## config.mk

```make
export PLATFORM = sky130hd
export DESIGN_NAME = shift_seq
export DESIGN_NICKNAME = d
export VERILOG_FILES = /design/src/rtl/shift_seq.sv
export SDC_FILE = /design/constraint.sdc
export NUM_CORES = 1
export LEC_CHECK = 0
export ABC_CLOCK_PERIOD_IN_PS = 2300
export CORE_MARGIN = 2
export CORE_UTILIZATION = 50
export CTS_BUF_LIST = sky130_fd_sc_hd__clkbuf_8 sky130_fd_sc_hd__clkbuf_16
export CTS_CLUSTER_SIZE = 20
export DETAILED_ROUTE_END_ITERATION = 7
export GPL_ROUTABILITY_DRIVEN = 0
export GPL_TIMING_DRIVEN = 0
export HOLD_SLACK_MARGIN = 0.08
export PLACE_DENSITY = 0.82
export SLEW_MARGIN = 20
export SYNTH_ARGS = -nofsm -noshare
export SYNTH_HDL_FRONTEND = slang
export SYNTH_SLANG_ARGS = --single-unit
```

## constraint.sdc

```tcl
create_clock -name clk -period 2.3 [get_ports clk]
set_input_delay 0.46 -clock clk [delete_from_list [all_inputs] [get_ports clk]]
set_output_delay 0.46 -clock clk [all_outputs]
set_load 0.005 [all_outputs]
```

## src/rtl/shift_seq.sv

```systemverilog
// shift_seq: drives a universal shift register with one parallel load followed by
// DATA_W paced single-bit shifts, reporting each bit as it leaves the register.
module shift_seq #(
    parameter int unsigned DATA_W = 4,
    parameter int unsigned DIV    = 1
) (
    input  logic              clk,
    input  logic              reset,
    input  logic              in_valid,
    output logic              in_ready,
    input  logic [DATA_W-1:0] in_data,
    input  logic              in_dir,
    input  logic              in_fill,
    output logic [1:0]        cntrl,
    output logic [DATA_W-1:0] d,
    output logic              tx_bit,
    output logic              busy,
    output logic              done
);

    localparam int unsigned CntW = $clog2(DATA_W + 1);
    localparam int unsigned DivW = (DIV > 1) ? $clog2(DIV) : 1;
    localparam logic [CntW-1:0] CntLoad = CntW'(DATA_W);
    localparam logic [DivW-1:0] DivLoad = DivW'(DIV - 1);

    typedef enum logic [1:0] {
        StIdle,
        StLoad,
        StShift,
        StDone
    } state_e;

    state_e            state_q, state_d;
    logic [DivW-1:0]   div_q, div_d;
    logic [CntW-1:0]   cnt_q, cnt_d;
    logic [DATA_W-1:0] shadow_q, shadow_d;
    logic              dir_q, dir_d;
    logic              fill_q, fill_d;
    logic              tick;

    assign tick     = (div_q == '0);
    assign in_ready = (state_q == StIdle) & ~reset;

    always_ff @(posedge clk) begin
        if (reset) begin
            state_q  <= StIdle;
            div_q    <= '0;
            cnt_q    <= '0;
            shadow_q <= '0;
            dir_q    <= 1'b0;
            fill_q   <= 1'b0;
        end else begin
            state_q  <= state_d;
            div_q    <= div_d;
            cnt_q    <= cnt_d;
            shadow_q <= shadow_d;
            dir_q    <= dir_d;
            fill_q   <= fill_d;
        end
    end

    always_comb begin
        state_d  = state_q;
        div_d    = div_q;
        cnt_d    = cnt_q;
        shadow_d = shadow_q;
        dir_d    = dir_q;
        fill_d   = fill_q;
        unique case (state_q)
            StIdle: begin
                if (in_valid) begin
                    shadow_d = in_data;
                    dir_d    = in_dir;
                    fill_d   = in_fill;
                    state_d  = StLoad;
                end
            end
            StLoad: begin
                cnt_d   = CntLoad;
                div_d   = DivLoad;
                state_d = StShift;
            end
            StShift: begin
                if (tick) begin
                    // Shadow mirrors the downstream register so tx_bit stays correct.
                    shadow_d = dir_q ? {fill_q, shadow_q[DATA_W-1:1]}
                                     : {shadow_q[DATA_W-2:0], fill_q};
                    cnt_d    = cnt_q - 1'b1;
                    div_d    = DivLoad;
                    if (cnt_q == CntW'(1)) begin
                        state_d = StDone;
                    end
                end else begin
                    div_d = div_q - 1'b1;
                end
            end
            StDone: begin
                state_d = StIdle;
            end
            default: begin
                state_d = StIdle;
            end
        endcase
    end

    always_comb begin
        cntrl  = 2'b00;
        d      = '0;
        tx_bit = 1'b0;
        busy   = (state_q != StIdle);
        done   = (state_q == StDone);
        unique case (state_q)
            StLoad: begin
                cntrl = 2'b11;
                d     = shadow_q;
            end
            StShift: begin
                if (tick) begin
                    if (dir_q) begin
                        cntrl         = 2'b10;
                        d[DATA_W-1]   = fill_q;
                        tx_bit        = shadow_q[0];
                    end else begin
                        cntrl         = 2'b01;
                        d[0]          = fill_q;
                        tx_bit        = shadow_q[DATA_W-1];
                    end
                end
            end
            default: begin
            end
        endcase
    end

endmodule

```

After elaboration in Yosys (flattened, before gate mapping)
Index checks and enable logic that the tools add are counted.
{"block": "classes", "mux": 25, "n_eq_ne": 7, "n_addsub": 2, "reduce_logical": 8, "bitwise_logic": 2}
{"cell": "2-bit two-way mux", "n": 6}
{"cell": "4-bit two-way mux", "n": 3}
{"cell": "1-bit two-way mux", "n": 8}
{"cell": "2-bit one-hot mux with 4 select lines", "n": 1}
{"cell": "4-bit one-hot mux with 2 select lines", "n": 1}
{"cell": "2-bit != test (second input constant)", "n": 3}
{"cell": "1-bit one-hot mux with 2 select lines", "n": 3}
{"cell": "3-bit one-hot mux with 2 select lines", "n": 1}
{"cell": "3-bit AND reduction", "n": 2}
{"cell": "2-bit nonzero test", "n": 3}
{"cell": "2-bit == test (second input constant)", "n": 2}
{"cell": "2-bit one-hot mux with 2 select lines", "n": 1}
{"cell": "2-bit AND reduction", "n": 2}
{"cell": "3-bit by 1-bit == test with 1-bit output (second input constant)", "n": 1}
{"cell": "3-bit two-way mux", "n": 1}
{"cell": "3-bit by 1-bit subtractor with 3-bit output (second input constant)", "n": 1}
{"cell": "2-bit by 1-bit == test with 1-bit output (second input constant)", "n": 1}
{"cell": "2-bit zero test", "n": 1}
{"cell": "1-bit AND", "n": 1}
{"cell": "1-bit inverter", "n": 1}
{"cell": "1-bit subtractor (second input constant)", "n": 1}
{"block": "totals", "elab_cells": 50, "out_inout_bits": 10, "reg_bits": 12, "inputBits": 9}

Longest topological paths before layout
Gate-level depths: netlist (run 1).
{"block": "logic_depth", "ltp_word": 4, "ltp_mapped": 6, "mapped_depth_nobuf": 5}

Worst setup path after synthesis (run 1)
Ideal clock, no wire load.
{"block": "synth_timing", "kind": "register to output", "from": "reg state_q[1]", "to": "out cntrl[0]", "stages_incl_launch_ff": 5, "setup_slack_ps": 726, "n_path_buf": 1, "t_required_ps": 1840, "arrival_ps": 1114, "cell_sequence": "dfxtp_1 > inv_1 > ha_1 > clkbuf_1 > nor2b_1"}
{"block": "synth_between", "elab_chain_cells": 2, "elab_cells_between_ends": 3, "cone_classes": "eq/ne (2); mux (1)"}
{"element": "from (decl)", "line_no": "33", "text": "state_e state_q, state_d;"}
{"element": "from (signal assigned)", "line_no": "46", "text": "state_q <= StIdle;"}
{"element": "from (signal assigned)", "line_no": "53", "text": "state_q <= state_d;"}
{"element": "2-bit == test or 2-bit by 1-bit == test with 1-bit output (tied branches)", "line_no": "112", "text": "unique case (state_q)"}
{"element": "2-bit one-hot mux with 2 select lines (*)", "line_no": "112"}
{"element": "to (decl)", "line_no": "14", "text": "output logic [1:0] cntrl,"}
Mark *: on every way between the ends. The rest lies on a longest branch, timed or not.

Worst setup path after layout (run 1)
{"block": "layout_timing", "from": "reg state_q[1]", "to": "out d[0]"}
{"block": "layout_between", "elab_chain_cells": 2, "elab_cells_between_ends": 3, "cone_classes": "eq/ne (2); mux (1)"}
{"element": "2-bit == test or 2-bit by 1-bit == test with 1-bit output (tied branches)", "line_no": "112"}
{"element": "1-bit one-hot mux with 2 select lines (*)", "line_no": "112"}
{"element": "to (decl)", "line_no": "15", "text": "output logic [DATA_W-1:0] d,"}
Marked as above.

==> results of run 1 <==
[layout by cell type, fill, tap and decap left out, drive strengths merged]
cell type / instances
nor2: 5
clkbuf: 3
clkdlybuf4s50: 16
nand3: 3
a31oi: 2
mux2i: 6
buf: 3
dfxtp: 11
a211oi: 2
a32oi: 2
dlymetal6s2s: 2
a21oi: 9
inv: 8
nand2b: 5
nor2b: 7
a221oi: 1
o22ai: 1
and2: 2
a211o: 3
a41o: 1
ha: 7
o2bb2ai: 1
nand2: 7
[logic make-up after synthesis]
kind of cell | synth area share, %
and+or+nand+nor | 20.5
AOI/OAI and AO/OA | 21.3
buffers and inverters | 6.76
DFF | 30.5
adders and majority gates | 12.1
muxes | 8.84
[registers in the layout, summed over array words and instances (netlist names)]
| signal | flops |
|---|---|
| shadow_q | 4 |
| state_q | 2 |
| fill_q | 1 |
| cnt_q | 3 |
| dir_q | 1 |
[worst max-delay path: cells and delay by family (launching register included)]
kind	cells	cell delay [ns]
AOI/OAI and AO/OA	1	0.09
DFF	1	0.35
adders and majority gates	1	0.32
and+or+nand+nor	1	0.15
buffers and inverters	2	0.64
[layout make-up]
type                            count  share of cell area (%)
Sequential cell                    11                    22.5
Multi-Input combinational cell     64                    47.2
Clock buffer                        3                    4.19
Timing Repair Buffer               18                    18.8
Inverter                            7                    2.66
Clock inverter                      1                   0.381
Buffer                              3                    2.41
Tap cell                           15                    1.90
[metrics by stage]
stage | worst slack (ns) | TNS, ns
3_3_place_gp | -0.0639 | -0.0639
6_report | 0.0486 | 0
3_5_place_dp | -0.0555 | -0.0555
2_1_floorplan | 0.726 | 0
4_1_cts | 0.00365 | 0
5_1_grt | 0.00293 | 0
[per-layer routing]
metal / global-route usage [%] / vias up / share of wire (%)
met1: 23.9 / 323 / 48
met2: 30.0 / 20 / 45
met4: 9.68 / 0 / 2.0
li1: - / 340 / -
met5: 0 / - / 0
met3: 5.17 / 5 / 5.2
[power breakdown]
group | internal [mW] | leakage, nW | switching (mW)
clock network | 0.118 | 0.0269 | 0.0775
registers | 0.255 | 0.0906 | 0.0579
logic | 0.349 | 0.280 | 0.320
[worst paths after layout]
kind,end,slack (ns),cells past startpoint,from
worst max-delay path,d[0],0.05,5,state_q[1]$_SDFFE_PP0P_
worst max register to register,shadow_q[3]$_SDFFE_PP0P_,0.78,5,state_q[1]$_SDFFE_PP0P_
worst min-delay path,cnt_q[0]$_SDFFE_PP0P_,0.49,2,cnt_q[0]$_SDFFE_PP0P_
worst min register to register,cnt_q[0]$_SDFFE_PP0P_,0.49,2,cnt_q[0]$_SDFFE_PP0P_
==> results.cfg, run 1 <==
[status]
run_status = finished clean

[global_route]
antenna_found_initial = 0
grtUsageTotal_pct = 19.1
vias_in_the_first_global_route = 615
grt_remaining_overflow = 0
global_route_wire_length_before_repair_um = 2590
grt_max_degree = 14

[placement]
hpwl_um = 1160
post_dp_cell_area_um2 = 921
io_buffers = 18
placedCellCount = 120

[clock_network]
post-cts-setup-buffer-count = 0
root_buffer = sky130_fd_sc_hd__clkbuf_8
clock_tree.htree_level_count = 1
cts_num_sinks = 11
clockBufferDepth = 2
worstSkewPairLatency_ns = 0.24
ctsResizeCount = 6
cts_made_buffers = 3
clkSlewWorstSetupHoldPaths_ns = 0.05
cts_hold_buffers = 0
cts_tree = built

[cells_and_area]
layout-drive-gt1-share_pct = 10.3
seqCellArea_um2 = 221
final_cell_area_um2 = 986
instances_no_fill = 122
n_antenna_cell = 0
nFillCells = 90
syn2layout_area_growth_pct = 36.6
multiInputGateArea_um2 = 465
final_net_count = 124
utilization_pct = 74.8

[worst_setup_path]
crit_fanout = 6
cp-end-kind = primary output
path_cells = inv_1, ha_1, a32oi_1, nor2b_1, clkdlybuf4s50_1
crit_path_top_delay_cell = sky130_fd_sc_hd__clkdlybuf4s50_1
worst_path_largest_cell_delay_ns = 0.51
cp_required_ns = 1.84
worstPathArrival_ns = 1.79
setup.worst_path.start_class = flip-flop
critPathKind = reg2out

[drt]
detail_route.wl_per_cell_um = 12.9
vias_per_cell = 5.64
antenna_nets_post_route = 0
route.final.wire_length_um = 1570
drcViolationCount = 0
initialDrtViolationCount = 12
drt_pre_antenna_iters = 4
num_vias = 688

[yosys]
synth_nets = 103
yosysMostFrequentCell = sky130_fd_sc_hd__dfxtp_1
synth-async-reset-ratio_pct = 0
yosysSeqAreaShare_pct = 30.5
synth.top_cells.by_area = sky130_fd_sc_hd__dfxtp_1, sky130_fd_sc_hd__ha_1, sky130_fd_sc_hd__mux2i_1, sky130_fd_sc_hd__nor2b_1, sky130_fd_sc_hd__a21oi_1
synthesis.instances = 87
netlist.area_leader.share_pct = 30.5
yosysTopAreaCell = sky130_fd_sc_hd__dfxtp_1
avgSynthCellArea_um2 = 8.30
netlist-cell-type-count = 23
synth_common_cells = sky130_fd_sc_hd__dfxtp_1, sky130_fd_sc_hd__a21oi_1
top_reg_cell_synth = sky130_fd_sc_hd__dfxtp_1
seq_cells_post_synth = 11
synth.cell_area_um2 = 722
post_synth_edffs = 0
ys_warn_count = 0

[timing]
max_slew_margin_pct = 69.1
fmax_ghz = 0.444
final_hold_violation_count = 0
worstMarginPinSlew_ns = 0.462
grt_setup_unrepaired = false
fin_skew_ns = 0.00110
period_minus_slack_ns = 2.25
worst_hold_slack_ns = 0.490
number_of_setup_violations_in_the_final_report = 0
final_max_slew_viol_count = 0
final_min_period_over_clock_period_pct = 97.9

[floorplanning]
dieHeight_um = 42
die_area_um2 = 1760
fp.dieW_um = 42
floorplan.io_pins = 19
placement_rows = 13
core-area_um2 = 1320
initial_core_util_pct = 54.8

[pwr]
static-leakage-power_nw = 0.398
report.power.total_mw = 1.18
p_per_area_nw_per_um2 = 1190
ir_worst_vdd_mv = 0.752

[min_path]
hp-class = reg2reg

[run]
cap_viol_max_count = 0
Power figures use the tool's default switching activity.
==> inputs of run 2 (changes only) <==
Settings changed: RECOVER_POWER from default to 100, TNS_END_PERCENT from default to 10.
==> results.cfg, run 2 (synthesis gave the netlist of run 1 again) <==
[status]
run_status = finished clean

[drt]
drt_pre_antenna_iters = 4
drcViolationCount = 0
num_vias = 688
antenna_nets_post_route = 0
detail_route.wl_per_cell_um = 12.9
vias_per_cell = 5.64
route.final.wire_length_um = 1570
initialDrtViolationCount = 10

[pwr]
switching_share_pct = 39.0
clock_power_share_pct = 16.8
sequentialPowerShare_pct = 26.9
static-leakage-power_nw = 0.405
power_frac_comb_pct = 56.3
ir_worst_vdd_mv = 0.748
power.net_switching_mw = 0.454
cellInternalPower_mw = 0.708
p_per_area_nw_per_um2 = 1180
report.power.total_mw = 1.16

[placement]
io_buffers = 18
post_dp_cell_area_um2 = 921
post_place_worst_slack_ns = -0.0555
hpwl_um = 1160

[run]
cap_viol_max_count = 0

[cells_and_area]
utilization_pct = 74.5
final_net_count = 124
commonest_cells_after_routing_fill_and_taps_aside = sky130_fd_sc_hd__clkdlybuf4s50_1, sky130_fd_sc_hd__dfxtp_1, sky130_fd_sc_hd__a21oi_1
layout.cells.most_common = sky130_fd_sc_hd__clkdlybuf4s50_1
final_cell_area_um2 = 982
regMostFlops = shadow_q
biggestRegsByFlops = shadow_q (4), cnt_q (3), state_q (2)
largest_register_ff_count = 4
layout-drive-gt1-share_pct = 9.35
n_antenna_cell = 0
syn2layout_area_growth_pct = 36.0

[timing]
final_max_slew_viol_count = 0
fin_skew_ns = 0.00123
worst_slack_ns = 0.0578
fmax_ghz = 0.446
number_of_setup_violations_in_the_final_report = 0
worstMarginPinSlew_ns = 0.607
final_min_period_over_clock_period_pct = 97.5
max_slew_margin_pct = 58.3
period_minus_slack_ns = 2.24
worst_hold_slack_ns = 0.489
grt_setup_unrepaired = false
final_hold_violation_count = 0

[floorplanning]
floorplan.io_pins = 19
die_area_um2 = 1760
fp.dieW_um = 42
initial_core_util_pct = 54.8
dieHeight_um = 42
core-area_um2 = 1320
placement_rows = 13

[clock_network]
cts_made_buffers = 3
cts_num_sinks = 11
post-cts-setup-buffer-count = 0
clkSlewWorstSetupHoldPaths_ns = 0.05
clockBufferDepth = 2
root_buffer = sky130_fd_sc_hd__clkbuf_8
cts_tree = built
worstSkewPairLatency_ns = 0.24
clock_tree.htree_level_count = 1

[worst_setup_path]
worst-path-stages = 5
crit_path_top_delay_cell = sky130_fd_sc_hd__clkdlybuf4s50_1
cp-end-kind = primary output
timing.reg2reg.worst_path_depth = 5
setup.worst_path.start = state_q[1]$_SDFFE_PP0P_
worst_path_largest_cell_delay_ns = 0.51
timing.critical_path.buf_inv = 2
cp_required_ns = 1.84
regToRegStartpoint = state_q[1]$_SDFFE_PP0P_
critPathKind = reg2out
worstPathArrival_ns = 1.78
largest_delay_share_family_worst_path = buffers and inverters
path_cells = inv_1, ha_1, a32oi_1, nor2b_1, clkdlybuf4s50_1
crit_fanout = 6
setup.worst_path.start_class = flip-flop

[min_path]
whs_path_depth = 2
holdCritStartpoint = shadow_q[1]$_SDFFE_PP0P_
hp-class = reg2reg

[global_route]
vias_in_the_first_global_route = 615
grt_max_degree = 14
grt_remaining_overflow = 0
global_route_wire_length_before_repair_um = 2590
grtUsageTotal_pct = 19.1
antenna_found_initial = 0
[run 2: per-stage QoR]
step | cells | setup TNS [ns]
3_5_place_dp | 120 | -0.0555
4_1_cts | 122 | 0
6_report | 122 | 0
3_3_place_gp | 120 | -0.0639
2_1_floorplan | 87 | 0
5_1_grt | 122 | 0
[run 2: worst register-to-register path: stages, from the launching register on]
cell,delay (ns)
sky130_fd_sc_hd__dfxtp_1,0.35
sky130_fd_sc_hd__inv_1,0.13
sky130_fd_sc_hd__ha_4,0.18
sky130_fd_sc_hd__mux2i_1,0.55
sky130_fd_sc_hd__a31oi_1,0.08
sky130_fd_sc_hd__a221oi_1,0.27
[run 2: repair_timing]
item	CTS	global route
pin swaps	0	0
hold buffers	0	0
endpoints found under the setup margin	6	4
gates resized for setup	6	3
[run 2: final timing paths]
path / to / slack [ns]
max reg2reg: shadow_q[3]$_SDFFE_PP0P_ / 0.66
max: d[0] / 0.06
min: shadow_q[1]$_SDFFE_PP0P_ / 0.49
min reg2reg: shadow_q[1]$_SDFFE_PP0P_ / 0.49
[run 2: per-layer routing]
layer | vias to the layer above | wire, µm | track usage (%)
met5 | - | 0 | 0
met4 | 0 | 31 | 9.68
met3 | 5 | 77 | 5.17
met2 | 18 | 724 | 30.0
met1 | 324 | 736 | 23.9
li1 | 341 | - | -
[run 2: power by group through the flow]
stage                     clock network, mW  registers, mW  logic, mW
after floorplan                           0          0.297      0.428
after global placement                    0          0.311      0.599
after detailed placement                  0          0.312      0.617
after CTS                             0.197          0.310      0.674
after global routing                  0.207          0.321      0.716
final                                 0.195          0.312      0.655
[run 2: layout make-up]
cell class,count,area [µm²]
multi-input combinational,64,462
fill,92,335
sequential,11,221
timing repair buffer,18,185
clock buffer,3,41.3
inverter,7,26.3
buffer,3,23.8
tap,15,18.8
clock inverter,1,3.75
